$ cat src/rtl/fetch_pkg.sv
// Shared types and constants for the instruction fetch controller.
// Holds the fetch state enum, address widths and the default reset PC.
package fetch_pkg;

  localparam int unsigned PC_W    = 32;
  localparam int unsigned WADDR_W = 29;

  localparam logic [PC_W-1:0] RESET_PC_DEFAULT = 32'h0000_0000;

  typedef enum logic [1:0] {
    ST_FILL  = 2'd0,
    ST_RUN   = 2'd1,
    ST_SPLIT = 2'd2
  } fetch_state_e;

  // 64-bit SRAM word index of a byte address.
  function automatic logic [WADDR_W-1:0] word_of(input logic [PC_W-1:0] addr);
    return addr[PC_W-1:3];
  endfunction

endpackage

$ cat src/rtl/fetch_ctrl_if.sv
// Fetch controller bus: redirect/decode handshake in, SRAM strobe and decode view out.
// master = fetch controller, slave = decoder/SRAM/redirect side.
interface fetch_ctrl_if import fetch_pkg::*; ();

  logic               redirect;
  logic [PC_W-1:0]    redirect_pc;
  logic               dec_ready;
  logic               isrv16;
  logic               sram_cs;
  logic [WADDR_W-1:0] sram_addr;
  logic [PC_W-1:0]    pc;
  logic               instr_valid;
  logic               hold_h;
  logic               split_sel;
  logic [31:0]        stall_cnt;

  modport master (
    input  redirect, redirect_pc, dec_ready, isrv16,
    output sram_cs, sram_addr, pc, instr_valid, hold_h, split_sel, stall_cnt
  );

  modport slave (
    output redirect, redirect_pc, dec_ready, isrv16,
    input  sram_cs, sram_addr, pc, instr_valid, hold_h, split_sel, stall_cnt
  );

endinterface

$ cat src/rtl/fetch_pc_next.sv
// Sequential PC increment: next PC by instruction size and whether it leaves
// the current 64-bit SRAM word.
module fetch_pc_next import fetch_pkg::*; (
  input  logic [PC_W-1:0] pc,
  input  logic            isrv16,
  output logic [PC_W-1:0] pc_next,
  output logic            word_cross
);

  always_comb begin
    pc_next    = pc + (isrv16 ? PC_W'(2) : PC_W'(4));
    word_cross = (word_of(pc_next) != word_of(pc));
  end

endmodule

$ cat src/rtl/fetch_ctrl.sv
// Instruction fetch sequencer: tracks the decode PC, strobes the 64-bit SRAM,
// and stitches 32-bit instructions that straddle two SRAM words.
module fetch_ctrl import fetch_pkg::*; #(
  parameter logic [PC_W-1:0] RESET_PC = RESET_PC_DEFAULT
) (
  input  logic          clk,
  input  logic          rst_n,
  fetch_ctrl_if.master  bus
);

  fetch_state_e       state_q, state_d;
  logic [PC_W-1:0]    pc_q, pc_d;
  logic               split_done_q, split_done_d;
  logic               boot_q, boot_d;
  logic [31:0]        stall_cnt_q, stall_cnt_d;

  logic               inc_is16;
  logic [PC_W-1:0]    pc_inc;
  logic               inc_cross;

  logic               instr_valid;
  logic               hold_h;
  logic               split_sel;
  logic               sram_cs;
  logic [WADDR_W-1:0] sram_addr;
  logic               unused_rpc0;

  // The second half of a split instruction is always a +4 step.
  always_comb begin
    inc_is16 = (state_q == ST_SPLIT) ? 1'b0 : bus.isrv16;
  end

  fetch_pc_next u_pc_next (
    .pc         (pc_q),
    .isrv16     (inc_is16),
    .pc_next    (pc_inc),
    .word_cross (inc_cross)
  );

  always_comb begin
    state_d      = state_q;
    pc_d         = pc_q;
    split_done_d = split_done_q;
    boot_d       = 1'b0;
    instr_valid  = 1'b0;
    hold_h       = 1'b0;
    split_sel    = 1'b0;
    sram_cs      = 1'b0;
    sram_addr    = word_of(pc_q);
    unused_rpc0  = bus.redirect_pc[0];

    unique case (state_q)
      ST_FILL: begin
        // First cycle out of reset issues the initial read and waits for its data.
        if (boot_q) begin
          sram_cs = 1'b1;
        end else begin
          state_d = ST_RUN;
        end
      end

      ST_RUN: begin
        if ((pc_q[2:1] == 2'b11) && !bus.isrv16 && !split_done_q) begin
          hold_h    = 1'b1;
          sram_cs   = 1'b1;
          sram_addr = word_of(pc_q) + WADDR_W'(1);
          state_d   = ST_SPLIT;
        end else begin
          instr_valid = 1'b1;
          if (bus.dec_ready) begin
            pc_d = pc_inc;
            if (inc_cross) begin
              sram_cs   = 1'b1;
              sram_addr = word_of(pc_inc);
            end
          end
        end
      end

      ST_SPLIT: begin
        instr_valid  = 1'b1;
        split_sel    = 1'b1;
        split_done_d = 1'b1;
        if (bus.dec_ready) begin
          pc_d    = pc_inc;
          state_d = ST_RUN;
        end
      end

      default: begin
        state_d = ST_FILL;
      end
    endcase

    if (pc_d != pc_q) begin
      split_done_d = 1'b0;
    end

    // Redirect wins over accept, increment and any split in progress.
    if (bus.redirect) begin
      pc_d         = {bus.redirect_pc[PC_W-1:1], 1'b0};
      sram_cs      = 1'b1;
      sram_addr    = word_of(bus.redirect_pc);
      hold_h       = 1'b0;
      split_done_d = 1'b0;
      state_d      = ST_FILL;
    end

    stall_cnt_d = stall_cnt_q + {31'd0, ~instr_valid};
  end

  always_ff @(posedge clk or negedge rst_n) begin
    if (!rst_n) begin
      state_q      <= ST_FILL;
      pc_q         <= RESET_PC;
      split_done_q <= 1'b0;
      boot_q       <= 1'b1;
      stall_cnt_q  <= '0;
    end else begin
      state_q      <= state_d;
      pc_q         <= pc_d;
      split_done_q <= split_done_d;
      boot_q       <= boot_d;
      stall_cnt_q  <= stall_cnt_d;
    end
  end

  // boot_q is already set while reset is held; gating keeps the strobe quiet until release.
  always_comb begin
    bus.sram_cs     = sram_cs & rst_n;
    bus.sram_addr   = sram_addr;
    bus.pc          = pc_q;
    bus.instr_valid = instr_valid;
    bus.hold_h      = hold_h;
    bus.split_sel   = split_sel;
    bus.stall_cnt   = stall_cnt_q;
  end

  always_ff @(posedge clk) begin
    if (rst_n) begin
      assert (!(hold_h && split_sel));
      assert (!split_sel || (state_q == ST_SPLIT));
    end
  end

endmodule

$ cat src/flat_wrapper.sv
// flat-port wrapper written by rule: the top's interface ports become plain ports
module fetch_ctrl_flat import fetch_pkg::*;
#(
  parameter logic [PC_W-1:0] RESET_PC = RESET_PC_DEFAULT
)
  (clk, rst_n, bus_redirect, bus_redirect_pc, bus_dec_ready, bus_isrv16, bus_sram_cs, bus_sram_addr, bus_pc, bus_instr_valid, bus_hold_h, bus_split_sel, bus_stall_cnt);
  fetch_ctrl_if bus_i ();
  input  logic clk;
  input  logic rst_n;
  input wire logic [$bits(bus_i.redirect)-1:0] bus_redirect;
  input wire logic [$bits(bus_i.redirect_pc)-1:0] bus_redirect_pc;
  input wire logic [$bits(bus_i.dec_ready)-1:0] bus_dec_ready;
  input wire logic [$bits(bus_i.isrv16)-1:0] bus_isrv16;
  output wire logic [$bits(bus_i.sram_cs)-1:0] bus_sram_cs;
  output wire logic [$bits(bus_i.sram_addr)-1:0] bus_sram_addr;
  output wire logic [$bits(bus_i.pc)-1:0] bus_pc;
  output wire logic [$bits(bus_i.instr_valid)-1:0] bus_instr_valid;
  output wire logic [$bits(bus_i.hold_h)-1:0] bus_hold_h;
  output wire logic [$bits(bus_i.split_sel)-1:0] bus_split_sel;
  output wire logic [$bits(bus_i.stall_cnt)-1:0] bus_stall_cnt;
  assign bus_i.redirect = bus_redirect;
  assign bus_i.redirect_pc = bus_redirect_pc;
  assign bus_i.dec_ready = bus_dec_ready;
  assign bus_i.isrv16 = bus_isrv16;
  assign bus_sram_cs = bus_i.sram_cs;
  assign bus_sram_addr = bus_i.sram_addr;
  assign bus_pc = bus_i.pc;
  assign bus_instr_valid = bus_i.instr_valid;
  assign bus_hold_h = bus_i.hold_h;
  assign bus_split_sel = bus_i.split_sel;
  assign bus_stall_cnt = bus_i.stall_cnt;
  fetch_ctrl #(.RESET_PC(RESET_PC)) u_core (.clk(clk), .rst_n(rst_n), .bus(bus_i));
endmodule
$ cat config.mk
export PLATFORM = sky130hd
export DESIGN_NAME = fetch_ctrl_flat
export DESIGN_NICKNAME = d
export VERILOG_FILES = /design/src/rtl/fetch_pkg.sv /design/src/rtl/fetch_ctrl_if.sv /design/src/rtl/fetch_pc_next.sv /design/src/rtl/fetch_ctrl.sv /design/src/flat_wrapper.sv
export SDC_FILE = /design/constraint.sdc
export NUM_CORES = 1
export LEC_CHECK = 0
export BUFFER_PORTS_ARGS = -buffer_cell sky130_fd_sc_hd__buf_2
export CORE_MARGIN = 5
export CORE_UTILIZATION = 35
export CTS_BUF_LIST = sky130_fd_sc_hd__clkbuf_16
export CTS_CLUSTER_SIZE = 12
export DETAILED_ROUTE_END_ITERATION = 12
export HOLD_SLACK_MARGIN = 0.15
export PLACE_DENSITY = 0.57
export SYNTH_ARGS = -nofsm -noshare
export SYNTH_HDL_FRONTEND = slang
export SYNTH_SLANG_ARGS = --single-unit
$ cat constraint.sdc
create_clock -name clk -period 3.87 [get_ports clk]
set_input_delay 0.5805 -clock clk [delete_from_list [all_inputs] [get_ports clk]]
set_output_delay 0.5805 -clock clk [all_outputs]
set_load 0.01 [all_outputs]
* Word level (Yosys, flattened, before mapping)
Cells that the tools add are included.
** Storage, ports and cells
- Bits in registers :: 68
- Output and inout port bits :: 97
- Input port bits :: 37
** Cells by class
- Reductions and logical operators :: 7
- Add/sub/neg operators :: 3
- Bitwise operators :: 2
- Eq/ne operators :: 8
- Muxes and demuxes :: 31
** Operators by type and width (count)
- $mux 29 :: 5
- $mux 32 :: 3
- $pmux 32 s2 :: 1
- $add 32x1->32 :: 1
- $add 32x32->32 :: 1
- $ne 32x32->1 :: 1
- $add 29x1->29 const B :: 1
- $ne 29x29->1 :: 1
- $mux 1 :: 14
- $mux 2 :: 4
- $ne 3x3->1 const B :: 2
- $pmux 2 s3 :: 1
- $eq 2x2->1 const B :: 2
- $pmux 1 s2 :: 2
- $mux 3 :: 1
- $ne 3x2->1 const B :: 1
- $reduce_and 3->1 :: 1
- $reduce_bool 3->1 :: 1
- $eq 2x1->1 const B :: 1
- $logic_and 1x1->1 :: 2
- $logic_not 1->1 :: 2
- $logic_not 2->1 :: 1
- $and 1x1->1 :: 1
- $not 1->1 :: 1

* Logic depth before layout (Yosys ltp)
Gate-level depths: netlist (run 1).
- Depth after elaboration :: 11
- Gate-level depth with buffers :: 16

* By module
From an unflattened synthesis (run 1), not the netlist that was laid out.
** Second synthesis, totals
- Cell total of the unflattened synthesis :: 739
- Area, all modules :: 5849.4 µm²
** Modules (own cells, without submodules)
- fetch_ctrl :: area each 5205.0 µm², seq. area each 1702.9 µm², cells an instance 648, instances 1
- fetch_pc_next :: area each 644.4 µm², seq. area each 0.0 µm², cells an instance 91, instances 1

* Worst setup path after synthesis (run 1)
No wires, ideal clock.
- Kind :: flip-flop to output port
- From :: register u_core.state_q[0]
- To :: output bus_sram_addr[23]
- Setup slack :: 0.137 ns
- Buffers on the path :: 1
- Data arrival time :: 3.152 ns
- Stages on the path, launching flop included :: 15
- Path through :: dfrtp_1 inv_1 ha_1 buf_2 inv_1 nand2_1 inv_1 ha_1 fa_1 a211oi_1 or3_1 a21oi_1 nand2_1 or4_1 a31oi_1
** On the way
- Word-level cells in the longest chain between the ends :: 10
- Elaborated cells on any way between the ends :: 11
- Classes of those cells :: add/sub (1); eq/ne (3); mux (7)
** RTL lines
- from (decl) :: line fetch_ctrl.sv:11 : fetch_state_e state_q, state_d;
- from (signal assigned) :: line fetch_ctrl.sv:120 : state_q <= state_d;
- $eq 2x2->1 :: line fetch_ctrl.sv:30 : inc_is16 = (state_q == ST_SPLIT) ? 1'b0 : bus.isrv16;
- $mux 1 :: line fetch_ctrl.sv:30
- $mux 3 :: line fetch_pc_next.sv:11 : pc_next = pc + (isrv16 ? PC_W'(2) : PC_W'(4));
- $add 32x32->32 :: line fetch_pc_next.sv:11
- $ne 29x29->1 :: line fetch_pc_next.sv:12 : word_cross = (word_of(pc_next) != word_of(pc));
- $mux 29 :: line fetch_ctrl.sv:72 : if (inc_cross) begin
- $mux 29 :: line fetch_ctrl.sv:70 : if (bus.dec_ready) begin
- $mux 29 :: line fetch_ctrl.sv:63 : if ((pc_q[2:1] == 2'b11) && !bus.isrv16 && !split_done_q) begin
- $mux 29 * :: line fetch_ctrl.sv:52 : unique case (state_q)
- $mux 29 * :: line fetch_ctrl.sv:100 : if (bus.redirect) begin
- to (decl) :: line flat_wrapper.sv:15 : output wire logic [$bits(bus_i.sram_addr)-1:0] bus_sram_addr;
Every way passes the cells marked *; elsewhere a longest branch is shown, timed or not.

* Final worst setup path (run 1)
- From :: register u_core.state_q[0]
- To :: output bus_sram_addr[25]
The elaborated chain is that of the path after synthesis.

==> results.md, run 1 <==
* FF-to-FF End: u_core.split_done_q
* CTS Buf Count at 9
* Worst r2r src: u_core.state_q[0]
* Crit path kind: reg -> out
* Met3 GRT Util at 4.64%
* Reg2reg setup slack at 420 ps
* F_max at 0.267 GHz
* Final Non-Filler Cells at 1095
* DP Cell Count at 1074
* Core Area at 0.0153 mm²
* Chip width at 135 µm
* Tot Pwr at 0.00301 W
* Syn-to-layout area delta at 29.7%
* Drt total wl at 22300 µm
* Worst setup EP type: primary output
* Post-Syn Area per Cell at 7.47 µm²
* Max-cap viol count at 0
* Gr ovfl total at 0
* FF/Latch Area at 0.00168 mm²
* TritonCTS clock tree: done
* Number of global-route vias before repair at 6094
* Die Y at 135 µm
* Global-route wire length before repair at 34500 µm
* Root Driver: clkbuf_16
* Initial Utilization at 35.9%
* GRT Overall Usage at 24.2%
* Clk Latency, worst-skew pair at 350 ps
* Buf+Inv Stages, Crit Path at 4
* Routed Antenna Nets at 0
* PD cells at 423 mW/mm²
* Final setup fails at 0
* Final worst slack at 131 ps
* Ys flop type: dfrtp_1
* DRC viols at 0
* DRT iter0 DRCs at 612
* Row count at 45
* Synthesis-stage register bit count at 67
* H-tree depth at 3
* Met2 GRT Util at 38.2%
* NumNets Final at 927
* Final min period at 3740 ps
* Worst Reg-to-Reg Cells at 17
* CP cell instances: inv_2, ha_2, inv_1, nand2_1, buf_4, ha_4, a21oi_2, or4_4, or3_4, o21ai_2, nand2_1, xor2_1, a21oi_1, buf_2
* Number of synthesized flops with an enable pin at 0
* Fin crit share at 96.6%
* DR pass1 iterations at 6
* CP top delay family: simple AND/OR/NAND/NOR gates
* Area of the multi-input gates at 0.00362 mm²
* Final hold vios at 0
* Num ports at 134
* Final setup skew at 9.51 ps
* Proportion of layout cells with a drive suffix above 1 at 29.1%
* Max-slew violation count at 0
* Largest net degree at the start of global routing at 54
* Initial antenna violation count at 0
* Relative slew slack at 52.8%
* Crit path from: u_core.state_q[0]
* Post-synth top area cell: dfrtp_1
* IO Port Bufs at 131
* WL/cell at 20.4 µm
* Synth Cell Area at 0.00549 mm²
* DIE AREA at 0.0183 mm²
* Fillers at 1632
* Min-Delay Path Class: in -> async
* Hpwl dp at 16800 µm
* Ys async rst share at 100%
* Routed vias at 6243
* Ranking of synthesized cells by area: dfrtp_1 30%, nand2_1 5.9%, nor2_1 5.7%, xnor2_1 5.3%, a21oi_1 5.2%
* CTS Hold Bufs at 0
* CP Max Fanout at 4
* CP endpoint: bus_sram_addr[25]
* Yosys cell types at 71
* CTS sink count at 67
* Met1 usage at 32.6%
* Critical Path Slowest Stage Cell: or4_4
* Final Wtd Congestion at 0.987
* GRT busiest layer: met2
* Final Util at 46.5%
* Ys Warns at 0
* Post-synthesis sequential area ratio at 30.5%
* Max clock buf depth at 2
* Post-Place Worst Slack at 237 ps
* Share of the synthesized area in the top cell type at 30.1%
* Worst-path clk slew at 60 ps
* Worst path most repeated cell: nand2_1
* Vias per cell at 5.70
* Worst slew pin tran at 690 ps
* Peak VDD IR at 225 µV
* CP peak stage delay at 540 ps
* Startpoint types: register
* Cells after Synth at 735
* Pleak at 3.08 nW
* Ant diodes at 0
* Critical Path RT at 3290 ps
* Arr. time, crit path at 3160 ps
* Outcome: completed
* CP Depth at 14
[flip-flops by register name (all words and copies together) (netlist names)]
| register | flops |
|---|---|
| u_core.state_q | 2 |
| u_core.boot_q | 1 |
| u_core.split_done_q | 1 |
| u_core.bus.stall_cnt | 32 |
| u_core.bus.pc | 31 |
[per-layer routing]
metal  vias to the layer above  share of wire [%]  routed length (µm)
met1                      2939                 43                9540
li1                       2938                  -                   -
met2                       303                 45               10000
met5                         -                  0                   0
met3                        63                8.6                1910
met4                         0                3.5                 790
[cell usage after synthesis, types with 3 or more instances]
library cell / instances
o21ai_1: 3
o211ai_1: 5
nand4_1: 26
nor3_1: 27
xor2_1: 23
a31oi_1: 18
o31ai_1: 7
a211oi_1: 8
inv_1: 23
dfrtp_1: 66
buf_2: 16
o21ai_0: 46
nor4_1: 16
o22ai_1: 5
and3_1: 11
nand3b_1: 3
a2111oi_0: 3
a2bb2oi_1: 5
nor2_1: 83
a21oi_2: 3
ha_1: 9
a21oi_1: 57
clkbuf_1: 36
buf_1: 5
or3_1: 10
mux2i_1: 3
or2_2: 3
nand3_1: 35
mux2_2: 9
xnor2_1: 33
a21o_1: 3
nand2_1: 86
[area by class of cell]
class,count,share of cell area [%]
clock inverter,6,1.60
timing repair buffer,193,15.8
inverter,25,1.32
clock buffer,9,3.16
sequential,67,23.6
multi-input combinational,584,50.9
tap,211,3.71
[timing repair]
| action | in CTS | in global routing |
|---|---|---|
| buffers inserted | 1 | 5 |
| resized for setup | 15 | 22 |
| pin swaps | 4 | 17 |
| endpoints found under the setup margin | 13 | 21 |
[stage by stage]
stage | hold WS, ps | setup TNS (ps) | instance area [µm²]
finish | 239 | 0 | 7120
global route | 266 | -14.4 | 7120
CTS | 250 | 0 | 6990
detailed placement | 476 | 0 | 6580
global placement | 461 | 0 | 6580
floorplan | 285 | 0 | 5500
[worst min path at each step]
stage	from	to	slack [ps]	cells past startpoint
5_1_grt	rst_n	u_core.bus.stall_cnt[5]	270	2
4_1_cts	rst_n	u_core.split_done_q	250	2
2_1_floorplan	rst_n	u_core.bus.pc[10]	280	0
3_5_place_dp	u_core.bus.stall_cnt[31]	u_core.bus.stall_cnt[31]	480	1
6_report	rst_n	u_core.bus.stall_cnt[5]	240	2
3_3_place_gp	u_core.bus.stall_cnt[31]	u_core.bus.stall_cnt[31]	460	1
[cell families after synthesis]
family	Yosys count	synth area share (%)
buf+inv	85	6.45
compound gates	189	21.6
mux	12	2.39
fa+ha+maj	10	2.41
flops	67	30.5
other cells	1	0.0683
xor+xnor	56	8.93
simple gates	315	27.6
[power by group]
part / switching [W] / leakage (nW) / total, W / internal (W)
combinational: 0.000665 / 2.08 / 0.00109 / 0.000424
clock: 0.000342 / 0.158 / 0.000970 / 0.000628
sequential: 0.000161 / 0.844 / 0.000951 / 0.000790
total: 0.00117 / 3.08 / 0.00301 / 0.00184
[cell usage in the layout (no fill, tap or decap), types with 3 or more instances in the layout]
| master | netlist | routed |
|---|---|---|
| nand3_1 | 35 | 34 |
| buf_2 | 16 | 131 |
| nor4_2 | 2 | 3 |
| o22ai_1 | 5 | 5 |
| o211ai_1 | 5 | 5 |
| nor3_1 | 27 | 23 |
| a21oi_2 | 3 | 3 |
| xnor2_1 | 33 | 33 |
| nor2_1 | 83 | 82 |
| mux2_2 | 9 | 9 |
| o31ai_1 | 7 | 7 |
| a31oi_1 | 18 | 18 |
| nand3b_1 | 3 | 3 |
| mux2i_1 | 3 | 3 |
| or2_2 | 3 | 3 |
| inv_1 | 23 | 22 |
| ha_1 | 9 | 6 |
| or3_1 | 10 | 8 |
| o21ai_2 | 1 | 4 |
| dfrtp_1 | 66 | 66 |
| a21o_1 | 3 | 3 |
| a21oi_1 | 57 | 56 |
| nand4_1 | 26 | 26 |
| buf_4 | 2 | 61 |
| xor2_1 | 23 | 23 |
| nand2_1 | 86 | 84 |
| a211oi_1 | 8 | 7 |
| clkbuf_16 | 0 | 9 |
| o21ai_0 | 46 | 43 |
| nor4_1 | 16 | 13 |
| bufinv_16 | 0 | 3 |
| nor3_2 | 1 | 4 |
| o21ai_1 | 3 | 3 |
| and3_1 | 11 | 11 |
| a2bb2oi_1 | 5 | 5 |
Note: power is estimated with default switching activity, not from simulation.
==> run 2, diff against run 1 <==
--- a/config.mk
+++ b/config.mk
@@ -12,6 +12,7 @@
 export CTS_CLUSTER_SIZE = 12
 export DETAILED_ROUTE_END_ITERATION = 12
 export HOLD_SLACK_MARGIN = 0.15
+export MAX_ROUTING_LAYER = met4
 export PLACE_DENSITY = 0.57
 export SYNTH_ARGS = -nofsm -noshare
 export SYNTH_HDL_FRONTEND = slang
==> run 2 against run 1 <==
  * Clock-buffer cell count is the same
  * First-iteration DRC count shrank 6.4%
  * Sequential power grew 2%
  * Clock power shrank 14%
  * Design area shrank 0.11%
  * Clock skew grew 2.0 ps
  * Critical path depth is the same
  * Highest routed layer unchanged
  * Setup slack lost 100 ps
  * Flip-flop and latch count is the same
  * Die area is the same
==> results.md, run 2 (synthesis results as in run 1) <==
* Outcome: completed
* Comb power frac at 37.6%
* Tot Pwr at 0.00289 W
* Worst path most repeated cell: nand2_1
* Crit path from: u_core.state_q[1]
* Global-route wire length before repair at 34500 µm
* Relative slew slack at 40.7%
* H-tree depth at 3
* DR pass1 iterations at 5
* Arr. time, crit path at 3260 ps
* Initial antenna violation count at 0
* Cell Area, Placed at 0.00664 mm²
* CP peak stage delay at 440 ps
* P_int at 0.00172 W
* Row count at 45
* Net Switching at 0.00117 W
* Peak VDD IR at 201 µV
* DRT iter0 DRCs at 573
* Worst setup EP type: primary output
* Final hold vios at 0
* Final min period at 3840 ps
* Commonest non-fill, non-tap cell in the layout: buf_2
* Drt total wl at 22600 µm
* Final setup skew at 11.5 ps
* GRT Overall Usage at 24.9%
* Critical Path RT at 3290 ps
* Vias per cell at 5.65
* Largest net degree at the start of global routing at 44
* Proportion of layout cells with a drive suffix above 1 at 29.3%
* Core Area at 0.0153 mm²
* Root Driver: clkbuf_16
* Syn-to-layout area delta at 29.6%
* Sequential Power Share at 33.4%
* Fillers at 1650
* Worst-path clk slew at 60 ps
* Gr ovfl total at 0
* Min-Delay Path Class: in -> async
* Worst slew pin tran at 867 ps
* Final Wtd Congestion at 1.01
* CTS sink count at 67
* PD cells at 406 mW/mm²
* DRC viols at 0
* CP Max Fanout at 6
* TritonCTS clock tree: done
* Max clock buf depth at 2
* CTS Buf Count at 9
* RSZ-0062 raised after global routing: yes
* Clock share of power at 29.0%
* Number of global-route vias before repair at 6057
* Routed vias at 6231
* Initial Utilization at 35.9%
* Max-slew violation count at 0
* Fin crit share at 99.3%
* Ant diodes at 0
* Most frequent cells in the layout: 131 x buf_2, 83 x nand2_1, 80 x nor2_1
* Startpoint types: register
* NumNets Final at 933
* Chip width at 135 µm
* Worst Reg-to-Reg Cells at 15
* Crit path kind: reg -> out
* Critical Path Slowest Stage Cell: nor3_1
* F_max at 0.260 GHz
* Clk Latency, worst-skew pair at 350 ps
* Finished Cell Area at 0.00712 mm²
* Switching Fraction at 40.5%
* Num ports at 134
* Routed Antenna Nets at 0
* Final setup fails at 0
* Worst r2r src: u_core.state_q[0]
* Pleak at 3.08 nW
* Hpwl dp at 17300 µm
* WL/cell at 20.5 µm
* DIE AREA at 0.0183 mm²
* IO Port Bufs at 131
* Final Util at 46.5%
* Die Y at 135 µm
* CP cell instances: ha_4, inv_2, nand2_1, inv_1, ha_2, fa_2, nand4_1, nor3_1, nand3_1, o21ai_0, nand2_1, xor2_1, a21oi_1, buf_2
* Max reg flops at 32
* Max-cap viol count at 0
## run 2: final cells by class
class                      count  area (µm²)  area share [%]
clock buffer                   9         225            3.16
clock inverter                 7        70.1           0.985
inverter                      25        93.8            1.32
multi-input combinational    584        3610            50.7
sequential                    67        1680            23.6
tap                          211         264            3.71
timing repair buffer         199        1180            16.6
## run 2: power groups by stage
stage	Combinational (W)	Sequential (W)	Clock, W
finish	0.00109	0.000967	0.000838
global route	0.00119	0.000980	0.000883
CTS	0.00106	0.000962	0.000857
detailed placement	0.00104	0.000976	0
global placement	0.00104	0.000974	0
floorplan	0.000638	0.000918	0
## run 2: critical path, delay by kind of cell, from the launching register on
family                   cells  cell delay (ps)
AO/OA/AOI/OAI                2              470
XOR/XNOR                     1              150
adder cells (fa/ha/maj)      3              670
buffers and inverters        3              270
flip-flops                   1              420
AND/OR/NAND/NOR              5              940
## run 2: repair_timing
item                                    in CTS  in global routing
resized for setup                           11                 22
pin swaps                                    2                 10
hold buffers                                 0                  0
endpoints found under the setup margin      16                 23
buffers inserted                             1                  4
## run 2: final timing paths
path / end / slack, ps
worst min-delay path: u_core.bus.stall_cnt[5] / 220
max in group asynchronous: u_core.bus.pc[28] / 2730
min in group clk: u_core.bus.pc[2] / 440
worst max-delay path: bus_sram_addr[22] / 30
worst min register to register: u_core.bus.stall_cnt[31] / 470
worst max register to register: u_core.split_done_q / 310
## run 2: stage by stage
stage          setup slack (ps)  hold WS (ps)  instances  setup TNS (ps)
6_report                   26.9           218       1102               0
3_3_place_gp                203           459       1081               0
4_1_cts                   -18.4           229       1098           -33.0
5_1_grt                   -51.6           259       1102            -204
2_1_floorplan               137           285        736               0
3_5_place_dp                171           464       1081               0
## run 2: routing by layer
layer	track usage (%)	vias to the layer above	share of wire, %
met3	4.57	38	8.4
met5	-	-	0
met1	32.3	2935	43
met2	39.8	308	46
met4	7.39	0	2.1
li1	-	2950	-
==> run 3, diff against run 2 <==
--- a/config.mk
+++ b/config.mk
@@ -5,6 +5,7 @@
 export SDC_FILE = /design/constraint.sdc
 export NUM_CORES = 1
 export LEC_CHECK = 0
+export ABC_AREA = 1
 export BUFFER_PORTS_ARGS = -buffer_cell sky130_fd_sc_hd__buf_2
 export CORE_MARGIN = 5
 export CORE_UTILIZATION = 35
@@ -13,7 +14,8 @@
 export DETAILED_ROUTE_END_ITERATION = 12
 export HOLD_SLACK_MARGIN = 0.15
 export MAX_ROUTING_LAYER = met4
-export PLACE_DENSITY = 0.57
+export PLACE_DENSITY = 0.56
+export REMOVE_ABC_BUFFERS = 1
 export SYNTH_ARGS = -nofsm -noshare
 export SYNTH_HDL_FRONTEND = slang
 export SYNTH_SLANG_ARGS = --single-unit
==> run 3 against run 2 <==
  * Register-to-register slack improved by 250 ps
  * Fmax rose by 5.1%
  * Critical path depth rose by 4
  * Non-clock buffer count fell by 51
  * Power rose by 51%
  * Cell count rose by 24%
  * Hold slack improved by 230 ps
  * Sequential power rose by 17%
  * Clock-buffer cell count did not move
  * First-iteration DRC count rose by 27%
  * Combinational power rose by 120%
  * Core utilization fell by 4.4 points
  * Critical path type unchanged
  * Largest power group unchanged
==> results.md, run 3 <==
* Initial antenna violation count at 0
* FF-to-FF End: u_core.bus.stall_cnt[30]
* Min-Delay Path Class: in -> reg
* DIE AREA at 0.0210 mm²
* PD cells at 580 mW/mm²
* Ant diodes at 0
* Net Switching at 0.00228 W
* Worst setup EP type: primary output
* Final setup fails at 0
* Number of synthesized flops with an enable pin at 0
* Sequential Power Share at 25.7%
* Reg2reg setup slack at 560 ps
* Largest net degree at the start of global routing at 73
* Hold path start: bus_redirect_pc[22]
* Core Area at 0.0180 mm²
* DRT iter0 DRCs at 729
* Root Driver: clkbuf_16
* Final setup skew at 11.6 ps
* Post-synth top area cell: dfrtp_1
* Cells after Synth at 1022
* Hpwl dp at 16400 µm
* GRT Overall Usage at 21.4%
* Max reg flops at 32
* Max-cap viol count at 0
* Ys flop type: dfrtp_1
* DR pass1 iterations at 5
* Max clock buf depth at 2
* Chip width at 145 µm
* Synthesis-stage register bit count at 67
* Final Wtd Congestion at 0.971
* Worst Reg-to-Reg Cells at 17
* Worst r2r src: u_core.state_q[1]
* F_max at 0.273 GHz
* Routed Antenna Nets at 0
* Final min period at 3660 ps
* Row count at 49
* Most frequent cells in the layout: 262 x nand2_1, 153 x o21ai_0, 130 x buf_2
* CTS sink count at 67
* Switching Fraction at 52.1%
* Crit path kind: reg -> out
* Share of the synthesized area in the top cell type at 25.9%
* Global-route wire length before repair at 36100 µm
* Synth Cell Area at 0.00638 mm²
* WHS at 447 ps
* Arr. time, crit path at 3080 ps
* Hold path endpoint: u_core.bus.pc[22]
* CTS Buf Count at 9
* Gr ovfl total at 0
* Comb power frac at 55.9%
* H-tree depth at 3
* Drt total wl at 22500 µm
* Post-Syn Area per Cell at 6.24 µm²
* IO Port Bufs at 131
* Ranking of synthesized cells by area: dfrtp_1 26%, nand2_1 16%, o21ai_0 12%, nand3_1 8.0%, inv_1 5.5%
* Outcome: completed
* Pleak at 3.66 nW
* Die Y at 145 µm
* Worst-path clk slew at 60 ps
* Relative slew slack at 41.0%
* Worst slew pin tran at 885 ps
* DRC viols at 0
* Num ports at 134
* P_int at 0.00210 W
* Yosys cell types at 44
* Post-synthesis sequential area ratio at 26.3%
* WL/cell at 16.5 µm
* Final hold vios at 0
* Fin crit share at 94.5%
* Proportion of layout cells with a drive suffix above 1 at 19.1%
* Commonest non-fill, non-tap cell in the layout: nand2_1
* NumNets Final at 1177
* Initial Utilization at 35.5%
* Routed vias at 7217
* CTS Hold Bufs at 0
* Commonest cells post-synth: 266 x nand2_1, 158 x o21ai_0, 102 x nand3_1, 93 x inv_1, 75 x nor2_1
* Hold depth at 3
* Ys Warns at 0
* Number of global-route vias before repair at 6678
* Count leader, synth: nand2_1
* Critical Path RT at 3290 ps
* Setup TNS at 0 ps
* Startpoint types: register
* TritonCTS clock tree: done
* Ys async rst share at 100%
* Max-slew violation count at 0
* Peak VDD IR at 291 µV
* Clk Latency, worst-skew pair at 350 ps
* Syn-to-layout area delta at 18.5%
* CP Max Fanout at 5
* Vias per cell at 5.29
* Clock share of power at 18.4%
-- run 3: cell count changes after synthesis, sizes merged, moves of 26 or more --
cell and change:
xnor2 -26, nand3 +69, a21oi -31, o21ai +111
inv +71, nand2 +195
-- run 3: cell families after synthesis --
kind of cell               after synthesis  share of synthesized area, %
adders and majority gates               10                          2.08
other                                    1                        0.0588
AOI/OAI and AO/OA                      223                          18.8
xor gates and xnor gates                36                          4.95
and+or+nand+nor                        536                          38.2
DFF                                     67                          26.3
buffers and inverters                  149                          9.56
-- run 3: worst max path at each step --
stage                      start                end  cells after the start
6_report       u_core.state_q[0]  bus_sram_addr[10]                     18
5_1_grt        u_core.state_q[0]  bus_sram_addr[10]                     18
4_1_cts        u_core.state_q[0]  bus_sram_addr[10]                     18
3_5_place_dp   u_core.state_q[0]  bus_sram_addr[26]                     19
3_3_place_gp   u_core.state_q[0]  bus_sram_addr[10]                     18
2_1_floorplan  u_core.state_q[0]  bus_sram_addr[26]                     18
-- run 3: per-stage QoR --
stage	area, µm²	util, %	setup slack (ps)	cells	total power, W
6_report	7550	42.0	213	1364	0.00438
5_1_grt	7550	42.0	-25.1	1364	0.00477
4_1_cts	7480	41.6	56.5	1359	0.00436
3_5_place_dp	7200	40.1	380	1343	0.00353
3_3_place_gp	7200	40.1	411	1343	0.00352
2_1_floorplan	6130	-	455	971	0.00257
-- run 3: what timing repair did --
item,CTS,global route
setup buffers,0,5
gates cloned,0,0
gates resized for setup,1,19
setup endpoints to repair,1,19
endpoints found under the hold margin,0,0
pin swaps,0,4
-- run 3: power by group through the flow --
stage	Clock, W	Combinational, W	Sequential (W)
after floorplan	0	0.00146	0.00111
after global placement	0	0.00239	0.00113
after detailed placement	0	0.00240	0.00113
after CTS	0.000827	0.00241	0.00112
after global routing	0.000859	0.00275	0.00116
final	0.000805	0.00245	0.00113
-- run 3: cell type report --
class                           instances  area, µm²
Sequential cell                        67       1680
Clock buffer                            9        225
Timing Repair Buffer                  148        811
Tap cell                              229        287
Fill cell                            2021      10400
Inverter                               97        364
Clock inverter                          7       53.8
Multi-Input combinational cell        807       4140
-- run 3: routing by layer --
| metal | wire (µm) | GRT usage, % | share of wire, % |
|---|---|---|---|
| met2 | 10200 | 32.4 | 46 |
| met4 | 378 | 6.07 | 1.7 |
| met3 | 1150 | 2.90 | 5.1 |
| met5 | 0 | - | 0 |
| met1 | 10700 | 29.9 | 48 |
-- run 3: worst max-delay path: stages (launching register included) --
cell,delay [ps]
dfrtp_1,390
inv_1,80
ha_1,230
inv_2,90
nand2_2,70
inv_1,60
ha_2,200
fa_2,240
nand2_2,110
nor2_8,190
nand2_4,110
inv_2,80
nand3_1,80
nand3_2,100
o21ai_0,100
o221ai_1,180
o21ai_0,120
o21ai_1,140
buf_2,150
